==> src/rtl/can_rx.sv <==
// Bit-level CAN receiver: synchronises the bus line, hard-syncs on the
// start-of-frame edge, removes stuff bits and deserialises SOF + 8 data
// bits (MSB first) + 1 recessive stop bit. Delivers the byte with a
// one-cycle valid strobe and flags stuff and framing errors.
module can_rx #(
    parameter int BIT_CYCLES   = 16,
    parameter int SAMPLE_POINT = 10,
    parameter int IDLE_BITS    = 3
) (
    input  logic       clk,
    input  logic       reset_n,
    input  logic       can_in,
    output logic [7:0] rx_data,
    output logic       rx_valid,
    output logic       stuff_err,
    output logic       frame_err,
    output logic       busy
);

    localparam int CNT_W  = (BIT_CYCLES > 1) ? $clog2(BIT_CYCLES) : 1;
    localparam int IDLE_W = $clog2(IDLE_BITS + 1);

    typedef enum logic [2:0] {
        S_WAIT_IDLE,
        S_IDLE,
        S_SOF,
        S_DATA,
        S_STUFF_LAST,
        S_STOP
    } state_t;

    logic              sync1_q, can_s_q, can_prev_q;
    logic [CNT_W-1:0]  cnt_q, cnt_d;
    state_t            state_q, state_d;
    logic [IDLE_W-1:0] idle_cnt_q, idle_cnt_d;
    logic              run_val_q, run_val_d;
    logic [2:0]        run_len_q, run_len_d;
    logic [2:0]        bit_idx_q, bit_idx_d;
    logic [7:0]        shift_q, shift_d;
    logic [7:0]        rx_data_q, rx_data_d;
    logic              rx_valid_q, rx_valid_d;
    logic              stuff_err_q, stuff_err_d;
    logic              frame_err_q, frame_err_d;
    logic              busy_q, busy_d;

    logic              fall_edge;
    logic              sample;
    logic              is_stuff;
    logic [2:0]        run_len_inc;

    assign fall_edge   = can_prev_q & ~can_s_q;
    assign sample      = (cnt_q == CNT_W'(SAMPLE_POINT - 1));
    // Five equal bits in a row means the next sampled bit is a stuff bit.
    assign is_stuff    = (run_len_q == 3'd5);
    assign run_len_inc = (can_s_q == run_val_q) ? run_len_q + 3'd1 : 3'd1;

    // Next-state logic: bit timer, frame FSM, destuffing and output pulses.
    always_comb begin
        cnt_d       = (cnt_q == CNT_W'(BIT_CYCLES - 1)) ? '0 : cnt_q + CNT_W'(1);
        state_d     = state_q;
        idle_cnt_d  = idle_cnt_q;
        run_val_d   = run_val_q;
        run_len_d   = run_len_q;
        bit_idx_d   = bit_idx_q;
        shift_d     = shift_q;
        rx_data_d   = rx_data_q;
        rx_valid_d  = 1'b0;
        stuff_err_d = 1'b0;
        frame_err_d = 1'b0;
        // busy stays up through the rx_valid cycle and drops right after it.
        busy_d      = busy_q & ~rx_valid_q;

        case (state_q)
            S_WAIT_IDLE: begin
                if (sample) begin
                    if (can_s_q) begin
                        if (idle_cnt_q == IDLE_W'(IDLE_BITS - 1)) begin
                            idle_cnt_d = '0;
                            state_d    = S_IDLE;
                        end else begin
                            idle_cnt_d = idle_cnt_q + IDLE_W'(1);
                        end
                    end else begin
                        idle_cnt_d = '0;
                    end
                end
            end
            S_IDLE: begin
                if (fall_edge) begin
                    cnt_d   = '0;
                    busy_d  = 1'b1;
                    state_d = S_SOF;
                end
            end
            S_SOF: begin
                if (sample) begin
                    if (!can_s_q) begin
                        run_val_d = 1'b0;
                        run_len_d = 3'd1;
                        bit_idx_d = 3'd0;
                        state_d   = S_DATA;
                    end else begin
                        busy_d  = 1'b0;
                        state_d = S_IDLE;
                    end
                end
            end
            S_DATA, S_STUFF_LAST: begin
                if (sample) begin
                    if (is_stuff) begin
                        if (can_s_q != run_val_q) begin
                            run_val_d = can_s_q;
                            run_len_d = 3'd1;
                            if (state_q == S_STUFF_LAST) begin
                                state_d = S_STOP;
                            end
                        end else begin
                            stuff_err_d = 1'b1;
                            busy_d      = 1'b0;
                            idle_cnt_d  = '0;
                            state_d     = S_WAIT_IDLE;
                        end
                    end else begin
                        shift_d   = {shift_q[6:0], can_s_q};
                        bit_idx_d = bit_idx_q + 3'd1;
                        run_val_d = can_s_q;
                        run_len_d = run_len_inc;
                        if (bit_idx_q == 3'd7) begin
                            state_d = (run_len_inc == 3'd5) ? S_STUFF_LAST : S_STOP;
                        end
                    end
                end
            end
            S_STOP: begin
                if (sample) begin
                    idle_cnt_d = '0;
                    state_d    = S_WAIT_IDLE;
                    if (can_s_q) begin
                        rx_data_d  = shift_q;
                        rx_valid_d = 1'b1;
                    end else begin
                        frame_err_d = 1'b1;
                        busy_d      = 1'b0;
                    end
                end
            end
            default: begin
                idle_cnt_d = '0;
                busy_d     = 1'b0;
                state_d    = S_WAIT_IDLE;
            end
        endcase
    end

    // State registers; synchroniser idles recessive out of reset.
    always_ff @(posedge clk or negedge reset_n) begin
        if (!reset_n) begin
            sync1_q     <= 1'b1;
            can_s_q     <= 1'b1;
            can_prev_q  <= 1'b1;
            cnt_q       <= '0;
            state_q     <= S_WAIT_IDLE;
            idle_cnt_q  <= '0;
            run_val_q   <= 1'b0;
            run_len_q   <= 3'd0;
            bit_idx_q   <= 3'd0;
            shift_q     <= 8'h00;
            rx_data_q   <= 8'h00;
            rx_valid_q  <= 1'b0;
            stuff_err_q <= 1'b0;
            frame_err_q <= 1'b0;
            busy_q      <= 1'b0;
        end else begin
            sync1_q     <= can_in;
            can_s_q     <= sync1_q;
            can_prev_q  <= can_s_q;
            cnt_q       <= cnt_d;
            state_q     <= state_d;
            idle_cnt_q  <= idle_cnt_d;
            run_val_q   <= run_val_d;
            run_len_q   <= run_len_d;
            bit_idx_q   <= bit_idx_d;
            shift_q     <= shift_d;
            rx_data_q   <= rx_data_d;
            rx_valid_q  <= rx_valid_d;
            stuff_err_q <= stuff_err_d;
            frame_err_q <= frame_err_d;
            busy_q      <= busy_d;
        end
    end

    assign rx_data   = rx_data_q;
    assign rx_valid  = rx_valid_q;
    assign stuff_err = stuff_err_q;
    assign frame_err = frame_err_q;
    assign busy      = busy_q;

endmodule

==> config.mk <==
export PLATFORM = sky130hd
export DESIGN_NAME = can_rx
export DESIGN_NICKNAME = d
export VERILOG_FILES = /design/src/rtl/can_rx.sv
export SDC_FILE = /design/constraint.sdc
export NUM_CORES = 1
export LEC_CHECK = 0
export CAP_MARGIN = 20
export CORE_ASPECT_RATIO = 0.5
export CORE_MARGIN = 4
export CORE_UTILIZATION = 52
export DETAILED_ROUTE_END_ITERATION = 10
export PLACE_DENSITY = 0.81
export RECOVER_POWER = 100
export SYNTH_ARGS = -nofsm -noshare
export SYNTH_HDL_FRONTEND = slang
export SYNTH_SLANG_ARGS = --single-unit
==> constraint.sdc <==
create_clock -name clk -period 1.97 [get_ports clk]
set_clock_uncertainty 0.05 [all_clocks]
set_input_delay 0.197 -clock clk [delete_from_list [all_inputs] [get_ports clk]]
set_output_delay 0.197 -clock clk [all_outputs]
set_load 0.05 [all_outputs]
Word-level counts from Yosys, hierarchy flattened
Cells that the tools add are included.
Operators by class
  add/sub/neg operators: 4
  equal/unequal tests: 27
  multiplexer cells: 62
  bitwise gates (word level): 6
  reductions and logical operators: 10
Operators by type and width (number)
  $mux W3: 21
  $mux W1: 24
  $ne A2 B2 Y1 const B: 11
  $mux W2: 8
  $eq A3 B3 Y1 const B: 5
  $pmux W3 S5: 1
  $mux W4: 3
  $pmux W3 S2: 2
  $reduce_and A5 Y1: 2
  $reduce_and A9 Y1: 1
  $eq A4 B4 Y1 const B: 2
  $pmux W2 S4: 1
  $add A3 B1 Y3 const B: 2
  $eq A3 B2 Y1 const B: 2
  $ne A3 B3 Y1 const B: 2
  $reduce_and A3 Y1: 2
  $reduce_and A6 Y1: 1
  $pmux W1 S5: 1
  $add A4 B1 Y4 const B: 1
  $ne A4 B4 Y1 const B: 1
  $not A1 Y1: 4
  $reduce_or A2 Y1: 2
  $eq A3 B1 Y1 const B: 1
  $logic_not A3 Y1: 1
  7 further kinds: 8
Word-level totals
  register bits after elaboration: 39
  logic and storage cells: 124

Longest topological paths before layout
  word-level depth: 8
  mapped depth: 8
  gate-level depth less buffers: 6

Least setup slack after synthesis
Ideal clock, no wire load.
  path type: flip-flop to flip-flop
  from: register cnt_q[1]
  to: register rx_data_q[0] (netlist: rx_data[0])
  arrival: 1.689 ns
  data required time: 1.792 ns
  setup slack: 0.103 ns
  stages on the path, launching flop included: 8
  buffers on the path: 1
  period minus slack after synthesis: 1.867 ns
  cells stage by stage: dfrtp_1 -> inv_1 -> ha_1 -> and3b_1 -> nand2_1 -> or4_1 -> buf_2 -> mux2_1
Between the ends
  cells in the longest elaborated chain, start to end: 2
RTL lines
  start, declared: RTL line 33  | logic [CNT_W-1:0] cnt_q, cnt_d;
  start signal, assigned: RTL line 177  | cnt_q <= cnt_d;
  $eq A4 B4 Y1: RTL line 52  | assign sample = (cnt_q == CNT_W'(SAMPLE_POINT - 1));
  $reduce_and A3 Y1 (no line)
  end signal, assigned: RTL line 184  | rx_data_q <= rx_data_d;
  end, declared: RTL line 40  | logic [7:0] rx_data_q, rx_data_d;
Every way passes these cells.
A chain may end at the register's enable or synchronous reset.

Worst setup path after layout
Ends and elaborated chain as after synthesis.

==> run_results.csv <==
group,metric,value,unit
floorplan,die_y,51.09,µm
pwr,fin_total_pwr,2.166,mW
pwr,p_int,1.434,mW
worst_setup_path,cp-end-kind,"register",
timing,fmax,0.5135,GHz
clock_network,clock-sinks,39,
clock_network,clock_latency,0.29,ns
placement,dpl_worst_slack,-0.02673,ns
placement,dp.cells,238,
routing,wirelength,4157,µm
global_routing,grt_max_degree,40,
logic_synthesis,synthFlopType,"dfrtp_1",
placement,place_area,2190,µm²
pwr,power_switching_share,33.78,%
routing,ant_nets,0,
floorplan,fp.coreArea,3510,µm²
timing,hold_viol_final,0,
timing,worst_pin_slew,0.9489,ns
global_routing,antenna_found_initial,0,
global_routing,grt_pass1_vias,1522,
logic_synthesis,yosys_warnings,0,
placement,routabilityCongestion,0.8778,
logic_synthesis,synth_edf_count,0,
logic_synthesis,synth_seq_area_share,50.75,%
pwr,p_comb_share,29.6,%
timing,setup_violations,0,
pwr,power_switching,0.7316,mW
clock_network,path_clk_slew,0.08,ns
clock_network,cts_made_buffers,5,
global_routing,track_usage,19.59,%
floorplan,start_util,55.01,%
timing,fin_crit_sh,98.86,%
routing,drtPass1Iterations,4,
timing,rsz0062_at_grt,"true",
logic_synthesis,syn_area,1931,µm²
routing,drc,0,
layout,diodes,0,
placement,port_buffers,14,
logic_synthesis,syn_inst,167,
min_path,hold_class,"register to register",
timing,maxSlewHeadroom,36.74,%
timing,layout_setup_ws,0.02250,ns
placement,dp_hpwl,2874,µm
pwr,power.density,937.2,nW/µm²
routing,drtIter0Drc,166,
pwr,p_seq_share,43.4,%
global_routing,grt_pass1_wl,7238,µm
timing,report.final.slew_viol_count,0,
layout,drive_gt1_share,20.20,%
global_routing,globalRouteOverflowTotal,0,
layout,layout.cells.non_filler,249,
floorplan,fp.dieW,94.17,µm
clock_network,htreeDepth,2,
logic_synthesis,avgSynthCellArea,11.56,µm²
clock_network,clockBufferDepth,2,
clock_network,cts_tree,"yes",
floorplan,placementRows,15,
floorplan,ios,15,
logic_synthesis,syn-num-nets,176,
routing,vias,1448,
timing,whs,0.3105,ns
routing,viasPerCell,5.815,
worst_setup_path,cp_data_required_time,2.10,ns
worst_setup_path,startpoint_type,"register",
job,cap_viol_max_count,0,
worst_setup_path,arrival,2.07,ns
pwr,p_clk_share,27.0,%
pwr,p_leak,1.110,nW
logic_synthesis,synthArstFlopShare,100.0,%
timing,final.setup.tns,0,ns
layout,num-nets-final,206,
logic_synthesis,synth-seq-cells,39,
routing,wire_per_inst,16.69,µm
layout,area_growth,19.70,%
worst_setup_path,worstPathMaxFanout,9,
logic_synthesis,synth_cell_type_count,48,
clock_network,cts_root_buf,"clkbuf_8",
layout,utilization,65.85,%
worst_setup_path,critPathKind,"register to register",
pwr,ir_worst_vdd,533.9,µV
timing,min_period,1.947,ns
run_status,status,"complete, no violations",
floorplan,dieArea,4811,µm²
layout,fin_area,2311,µm²
==> registers in the layout, indices dropped and copies added (netlist names) <==
name	flops
frame_err	1
bit_idx_q	3
run_len_q	3
stuff_err	1
cnt_q	4
state_q	3
run_val_q	1
rx_valid	1
rx_data	8
sync1_q	1
can_s_q	1
can_prev_q	1
idle_cnt_q	2
busy	1
shift_q	8
==> worst max-delay path, cell delays in order, from the launching register on <==
cell and delay, ns:
dfrtp_1 0.39, inv_1 0.06, ha_1 0.15, and3b_1 0.19
nand2_1 0.08, or4_4 0.43, buf_6 0.16, mux2_1 0.32
==> cell usage after synthesis, types with 2 or more instances <==
master	number	share of area, %
dfrtp_1	36	47
inv_1	10	1.9
mux2_1	10	5.8
o21ai_0	8	2.1
mux2_2	7	4.1
buf_2	6	1.6
ha_1	6	3.9
nand2_1	6	1.2
nor2_1	6	1.2
a21oi_1	5	1.3
a221o_1	4	2.1
nor2b_1	4	1.3
a31oi_1	3	0.97
dfstp_2	3	4.1
nor3_1	3	0.78
o211ai_1	3	1.2
o221ai_1	3	1.4
a21o_1	2	0.78
a22o_1	2	0.91
a31o_2	2	0.91
a32oi_1	2	0.91
a41oi_1	2	0.91
and3b_1	2	0.91
buf_6	2	1.2
clkbuf_1	2	0.39
mux2i_1	2	1.0
nand3b_1	2	0.78
nor4_1	2	0.65
o21ai_1	2	0.52
xnor2_1	2	0.91
==> layout make-up <==
type | count | area [µm²]
flip-flops and latches | 39 | 979.7
clock buffers | 6 | 82.58
multi-input cells | 108 | 857.1
repair buffers | 33 | 274.0
inverters | 10 | 37.54
well taps | 51 | 63.81
fillers | 261 | 1199
clock inverters | 2 | 16.27
==> cell usage in the layout (no fill, tap or decap), drive strengths merged, types with 4 or more instances in the layout <==
cell type | netlist | routed
a21oi | 5 | 5
o21ai | 10 | 10
nand2 | 6 | 6
ha | 6 | 6
mux2 | 17 | 17
a221o | 4 | 4
buf | 8 | 15
nor2 | 6 | 6
nor2b | 4 | 4
inv | 10 | 10
dlygate4sd3 | 0 | 13
clkbuf | 2 | 10
dfrtp | 36 | 36
==> power groups by stage <==
stage | sequential, mW | clock (mW) | combinational, mW
after detailed placement | 0.951 | 0 | 0.613
after floorplan | 0.924 | 0 | 0.465
final | 0.941 | 0.584 | 0.641
after global routing | 0.950 | 0.632 | 0.702
after global placement | 0.946 | 0 | 0.590
after CTS | 0.938 | 0.596 | 0.633
==> worst paths after layout <==
path                            cells past startpoint          startpoint  slack, ns                      to
min in group asynchronous                           2             reset_n       0.55  rx_data[5]$_DFFE_PN0P_
worst min register to register                      0   sync1_q$_DFF_PN1_       0.31       can_s_q$_DFF_PN1_
worst max-delay path                                7  cnt_q[1]$_DFF_PN0_       0.02  rx_data[0]$_DFFE_PN0P_
max in group asynchronous                           2             reset_n       0.74          busy$_DFF_PN0_
worst min-delay path                                0   sync1_q$_DFF_PN1_       0.31       can_s_q$_DFF_PN1_
worst max register to register                      7  cnt_q[1]$_DFF_PN0_       0.02  rx_data[0]$_DFFE_PN0P_
==> timing repair <==
action                                  CTS  global route
endpoints found under the setup margin    9            11
hold endpoints to repair                 36             0
gates resized for setup                   0             2
hold buffers                              1             0
buffers inserted                          1             1
==> logic make-up after synthesis <==
logic type	Yosys count	share of synthesized area, %
AO/OA/AOI/OAI	44	16.53
XOR/XNOR	3	1.361
adder cells (fa/ha/maj)	6	3.888
buffers and inverters	20	5.055
flip-flops	39	50.75
multiplexers	19	10.95
AND/OR/NAND/NOR	36	11.47
==> layer usage <==
| layer | GRT usage (%) | share of wire, % | vias up |
|---|---|---|---|
| met5 | 0 | 0 | - |
| met2 | 33.57 | 48 | 49 |
| met4 | 4.317 | 1.3 | 0 |
| met3 | 6.765 | 6.2 | 8 |
| met1 | 24.17 | 44 | 715 |
| li1 | - | - | 676 |
Power figures use the tool's default switching activity.
